<file path="config.mk">
export PLATFORM = sky130hd
export DESIGN_NAME = stopwatch_ctrl
export DESIGN_NICKNAME = d
export VERILOG_FILES = /design/src/rtl/stopwatch_ctrl_pkg.sv /design/src/rtl/stopwatch_ctrl_bcd_counter8.sv /design/src/rtl/stopwatch_ctrl.sv
export SDC_FILE = /design/constraint.sdc
export NUM_CORES = 1
export LEC_CHECK = 0
export CAP_MARGIN = 10
export CORE_MARGIN = 8
export CORE_UTILIZATION = 29
export DETAILED_ROUTE_END_ITERATION = 8
export DONT_BUFFER_PORTS = 1
export GPL_TIMING_DRIVEN = 0
export HOLD_SLACK_MARGIN = 0.15
export REMOVE_ABC_BUFFERS = 1
export SLEW_MARGIN = 25
export SYNTH_ARGS = -nofsm -noshare
export SYNTH_HDL_FRONTEND = slang
export SYNTH_HIERARCHICAL = 1
export SYNTH_SLANG_ARGS = --single-unit
</file>
<file path="constraint.sdc">
create_clock -name clk -period 5.95 [get_ports clk]
set_input_delay 0.8925 -clock clk [delete_from_list [all_inputs] [get_ports clk]]
set_output_delay 0.8925 -clock clk [all_outputs]
set_load 0.02 [all_outputs]
</file>
<file path="src/rtl/stopwatch_ctrl_pkg.sv">
// Shared definitions for the stopwatch: FSM state encoding, BCD geometry and
// the packed-BCD helpers used by both the counter and the controller.
package stopwatch_ctrl_pkg;

  localparam int DIGIT_W    = 4;
  localparam int NUM_DIGITS = 8;
  localparam int BCD_W      = DIGIT_W * NUM_DIGITS;

  typedef enum logic [1:0] {
    ST_IDLE  = 2'd0,
    ST_RUN   = 2'd1,
    ST_PAUSE = 2'd2,
    ST_LAP   = 2'd3
  } sw_state_e;

  // Decimal +1 on a packed BCD word; a full 99999999 rolls to all zeros.
  function automatic logic [BCD_W-1:0] bcd_inc_val(input logic [BCD_W-1:0] v);
    logic [BCD_W-1:0] res;
    logic             carry;
    res   = v;
    carry = 1'b1;
    for (int i = 0; i < NUM_DIGITS; i++) begin
      if (carry) begin
        if (res[i*DIGIT_W +: DIGIT_W] == 4'd9) begin
          res[i*DIGIT_W +: DIGIT_W] = 4'd0;
        end else begin
          res[i*DIGIT_W +: DIGIT_W] = res[i*DIGIT_W +: DIGIT_W] + 4'd1;
          carry = 1'b0;
        end
      end else begin
        carry = 1'b0;
      end
    end
    return res;
  endfunction

  function automatic logic bcd_all_nines(input logic [BCD_W-1:0] v);
    logic nines;
    nines = 1'b1;
    for (int i = 0; i < NUM_DIGITS; i++) begin
      if (v[i*DIGIT_W +: DIGIT_W] != 4'd9) begin
        nines = 1'b0;
      end else begin
        nines = nines;
      end
    end
    return nines;
  endfunction

endpackage

</file>
<file path="src/rtl/stopwatch_ctrl_bcd_counter8.sv">
// Eight-digit packed-BCD counter; wrap flags the 99999999 -> 0 increment
// combinationally so the owner can latch overflow on the same edge.
module bcd_counter8
  import stopwatch_ctrl_pkg::*;
(
  input  logic             clk,
  input  logic             reset_n,
  input  logic             inc,
  input  logic             clr,
  output logic [BCD_W-1:0] count,
  output logic             wrap
);

  logic [BCD_W-1:0] r_count;

  assign wrap  = inc & ~clr & bcd_all_nines(r_count);
  assign count = r_count;

  // Counter register: clear has priority over increment.
  always_ff @(posedge clk or negedge reset_n) begin
    if (!reset_n) begin
      r_count <= '0;
    end else if (clr) begin
      r_count <= '0;
    end else if (inc) begin
      r_count <= bcd_inc_val(r_count);
    end else begin
      r_count <= r_count;
    end
  end

endmodule

</file>
<file path="src/rtl/stopwatch_ctrl.sv">
// Stopwatch controller: button edge detection, run/pause/lap FSM, tick
// prescaler, lap capture and the display mux around a BCD counter.
module stopwatch_ctrl
  import stopwatch_ctrl_pkg::*;
#(
  parameter int TICK_DIV = 1000
) (
  input  logic        clk,
  input  logic        reset_n,
  input  logic        btn_start,
  input  logic        btn_lap,
  input  logic        btn_clear,
  output logic [31:0] count,
  output logic [31:0] display,
  output logic [1:0]  state,
  output logic        overflow
);

  localparam int            PW        = (TICK_DIV > 1) ? $clog2(TICK_DIV) : 1;
  localparam logic [PW-1:0] PRESC_MAX = PW'(TICK_DIV - 1);

  sw_state_e        r_state;
  logic             r_start_q, r_lap_q, r_clear_q;
  logic [PW-1:0]    r_presc;
  logic [BCD_W-1:0] r_lap;
  logic [BCD_W-1:0] r_display;
  logic             r_overflow;

  logic             w_start_ev, w_lap_ev, w_clear_ev;
  logic             w_inc, w_clr, w_wrap;
  logic [BCD_W-1:0] w_count, w_count_nxt;

  assign w_start_ev = btn_start & ~r_start_q;
  assign w_lap_ev   = btn_lap & ~r_lap_q;
  assign w_clear_ev = btn_clear & ~r_clear_q;

  assign w_inc = ((r_state == ST_RUN) || (r_state == ST_LAP)) && (r_presc == PRESC_MAX);
  // Clear only acts from PAUSE and loses to a coincident start or lap.
  assign w_clr = (r_state == ST_PAUSE) && w_clear_ev && !w_start_ev && !w_lap_ev;

  bcd_counter8 u_bcd (
    .clk     (clk),
    .reset_n (reset_n),
    .inc     (w_inc),
    .clr     (w_clr),
    .count   (w_count),
    .wrap    (w_wrap)
  );

  // Value the counter will hold after this edge, so display can be registered.
  always_comb begin
    w_count_nxt = w_count;
    if (w_clr) begin
      w_count_nxt = '0;
    end else if (w_inc) begin
      w_count_nxt = bcd_inc_val(w_count);
    end else begin
      w_count_nxt = w_count;
    end
  end

  // Previous-sample registers; preset high so buttons held through reset stay quiet.
  always_ff @(posedge clk or negedge reset_n) begin
    if (!reset_n) begin
      r_start_q <= 1'b1;
      r_lap_q   <= 1'b1;
      r_clear_q <= 1'b1;
    end else begin
      r_start_q <= btn_start;
      r_lap_q   <= btn_lap;
      r_clear_q <= btn_clear;
    end
  end

  // Tick prescaler: runs in RUN/LAP, holds in PAUSE, parked at zero in IDLE.
  always_ff @(posedge clk or negedge reset_n) begin
    if (!reset_n) begin
      r_presc <= '0;
    end else begin
      case (r_state)
        ST_RUN, ST_LAP: r_presc <= w_inc ? '0 : r_presc + 1'b1;
        ST_PAUSE:       r_presc <= w_clr ? '0 : r_presc;
        default:        r_presc <= '0;
      endcase
    end
  end

  // Sticky overflow, dropped only by a clear back to IDLE.
  always_ff @(posedge clk or negedge reset_n) begin
    if (!reset_n) begin
      r_overflow <= 1'b0;
    end else if (w_clr) begin
      r_overflow <= 1'b0;
    end else if (w_wrap) begin
      r_overflow <= 1'b1;
    end else begin
      r_overflow <= r_overflow;
    end
  end

  // Main FSM with lap capture and registered display selection.
  always_ff @(posedge clk or negedge reset_n) begin
    if (!reset_n) begin
      r_state   <= ST_IDLE;
      r_lap     <= '0;
      r_display <= '0;
    end else begin
      r_display <= w_count_nxt;
      case (r_state)
        ST_IDLE: begin
          r_state <= w_start_ev ? ST_RUN : ST_IDLE;
        end
        ST_RUN: begin
          if (w_start_ev) begin
            r_state <= ST_PAUSE;
          end else if (w_lap_ev) begin
            r_state   <= ST_LAP;
            r_lap     <= w_count;
            r_display <= w_count;
          end else begin
            r_state <= ST_RUN;
          end
        end
        ST_LAP: begin
          if (w_start_ev) begin
            r_state <= ST_PAUSE;
          end else if (w_lap_ev) begin
            r_state <= ST_RUN;
          end else begin
            r_state   <= ST_LAP;
            r_display <= r_lap;
          end
        end
        ST_PAUSE: begin
          if (w_start_ev) begin
            r_state <= ST_RUN;
          end else if (w_clr) begin
            r_state <= ST_IDLE;
          end else begin
            r_state <= ST_PAUSE;
          end
        end
        default: begin
          r_state <= ST_IDLE;
        end
      endcase
    end
  end

  assign count    = w_count;
  assign display  = r_display;
  assign state    = r_state;
  assign overflow = r_overflow;

endmodule

</file>
==> flow_summary.ini <==
[placement]
place_ws_ps = 2530
place_area_sq_mm = 0.00659
hpwl_um = 11300
portBuffers = 0
routabilityCongestion = 0.752
place_inst = 930

[power]
leakagePower_nw = 2.99
power_mw = 3.19
swShare_pct = 44.8
power.internal_mw = 1.76
vdd_ir_drop_max_mv = 0.138
power_frac_clock_pct = 20.3
switchingPower_mw = 1.43
combPwrFrac_pct = 28.0
p_per_area_mw_per_mm2 = 462
p_seq_share_pct = 51.7

[detailed_routing]
routed_wl_um = 16600
viasPerCell = 5.33
drt-initial-drc-count = 375
final_antenna_net_count = 0
firstDrtPassIters = 5
vias = 5042
drc = 0
wl_per_cell_um = 17.6

[timing]
setup_violations = 0
relSlewSlack_pct = 46.2
fmax_mhz = 294
whs_ps = 223
period_needed_ps = 3400
final_max_slew_viol_count = 0
setup_slack_ps = 2550
post-route-period-util_pct = 57.2
fin_worst_skew_ps = 11.8
finalSetupTns_ps = 0
rsz0062_at_grt = false
worstMarginPinSlew_ps = 808
hold_violations = 0

[clock_network]
clockBufferDepth = 2
cts_root_buf = clkbuf_16
cts-resized-gates = 0
cts_inserted_buffers = 9
clk_latency_ps = 370
postCtsSetupRepairBufs = 0
cts_tree = done
clk_pin_slew_ps = 80
htree_levels = 3
clock-sinks = 112
holdBufCountCts = 0

[min_path]
min_path_type = in2async

[final_layout]
stdcell_area_sq_mm = 0.00690
drive_gt1_share_pct = 7.06
layout_common_cells = 129 x nand2_1, 109 x dfrtp_1, 45 x o21ai_0
final_cell_count_no_fill = 946
final_common_cell = nand2_1
final_core_util_pct = 32.0
area_growth_pct = 9.45
diodes = 0
final_nets = 697

[floorplan]
core_sq_mm = 0.0216
dieArea_sq_mm = 0.0267
die_w_um = 163
start_util_pct = 29.3
dieHeight_um = 163
row_count = 54
num_io_pins = 72

[critical_path]
crit_type = reg2reg
startpoint_type = flip-flop
cpMaxStageDelayCell = dfrtp_1
rrSetupSlack_ps = 2550
crit_path_max_fanout = 18
cp.arrival_ps = 3660
timing.rr.start = state[0]$_DFF_PN0_
slowest_delay_ps = 870
crit_chain = nand4bb_4 > or3_1 > inv_1 > nand4b_1 > nor4_2 > a21oi_1 > a31o_2
cp_num_buf_inv = 1
crit_family = simple AND/OR/NAND/NOR gates
rr_endpoint = u_bcd/count[18]$_DFFE_PN0P_
reg2regPathDepth = 7
crit_required_ps = 6200
cp-end-kind = flip-flop

[flow_run]
max-cap-violations = 0

[grt]
gr-total-overflow = 0
grt_first_pass_wirelength_um = 26400
grt_use_total_pct = 12.5
grt_max_degree = 113
grt_antenna_before_repair = 0
grt_pass1_vias = 4598

[yosys]
avgSynthCellArea_sq_um = 9.27
syn_area_sq_mm = 0.00630
synth-seq-cells = 112
synth_flop_cell = dfrtp_1
synth_edf_count = 0
yosysSeqAreaShare_pct = 44.5
yosys_warnings = 6
synthCells = 680
synth_top_area_share_pct = 43.3
ys_types = 75
yosys-top-cells-area = dfrtp_1 43%, nand2_1 7.7%, ha_1 6.2%
yosysTopAreaCell = dfrtp_1
synthArstFlopShare_pct = 100

[outcome]
status = finished clean
metal layers:
metal  global-route usage, %  wire [um]  vias to the layer above  part of all wire [%]
li1                        -          -                     2438                     -
met1                    15.8       7480                     2472                    45
met2                    19.6       7750                      113                    47
met3                    3.63       1090                       19                   6.6
met4                    5.34        312                        0                   1.9
met5                       0          0                        -                     0
final cells by class:
cell class / count / area (sq um)
clock buffers: 10 / 239
clock inverters: 6 / 72.6
fillers: 2185 / 14700
inverters: 30 / 113
multi-input cells: 504 / 3250
flip-flops and latches: 112 / 2810
well taps: 280 / 350
repair buffers: 4 / 70.1
cells in the mapped netlist (3+ instances only):
library cell / n
a22o_1: 3
nor4_1: 8
xnor2_1: 4
nand3_1: 31
nor3_1: 7
ha_1: 31
nand2_1: 129
o31ai_1: 10
nand4_1: 14
mux2i_1: 13
and2_1: 4
a21oi_1: 21
o211ai_1: 15
a31oi_1: 8
o311ai_0: 6
o41ai_1: 4
a21o_1: 4
nor2b_1: 5
nand3b_1: 9
clkbuf_1: 23
or4_1: 14
nand4b_1: 4
dfrtp_1: 109
or3_1: 6
inv_1: 29
dfstp_2: 3
o21ai_0: 45
a221o_1: 5
a32o_1: 3
a211o_1: 3
nor2_1: 32
and3_1: 7
and3b_1: 11
a22oi_1: 5
buf_2: 7
power groups by stage:
stage | Sequential (mW) | Clock [mW] | Combinational (mW)
after floorplan | 1.52 | 0 | 0.683
after global placement | 1.67 | 0 | 0.853
after detailed placement | 1.67 | 0 | 0.890
after CTS | 1.66 | 0.671 | 0.899
after global routing | 1.71 | 0.698 | 1.02
final | 1.65 | 0.648 | 0.891
worst max path at each step:
stage,start,end,slack [ps],cells after the start
floorplan,state[0]$_DFF_PN0_,u_bcd/count[31]$_DFFE_PN0P_,3180,7
global placement,btn_lap,display[31]$_DFF_PN0_,2480,5
detailed placement,state[0]$_DFF_PN0_,u_bcd/count[18]$_DFFE_PN0P_,2530,7
CTS,state[0]$_DFF_PN0_,u_bcd/count[18]$_DFFE_PN0P_,2520,7
global route,state[0]$_DFF_PN0_,u_bcd/count[18]$_DFFE_PN0P_,2310,7
finish,state[0]$_DFF_PN0_,u_bcd/count[18]$_DFFE_PN0P_,2550,7
cells by family after synthesis:
group | synth area share, %
compound gates | 16.0
xor+xnor | 0.695
fa+ha+maj | 6.15
buf+inv | 4.15
flops | 44.5
mux | 2.06
simple gates | 26.4
state kept, by name (all words and copies together) (netlist names):
signal	flops
r_start_q	1
r_clear_q	1
state	2
r_lap_q	1
display	32
r_lap	32
r_presc	10
overflow	1
u_bcd/count	32
Power figures use the tool's default switching activity.
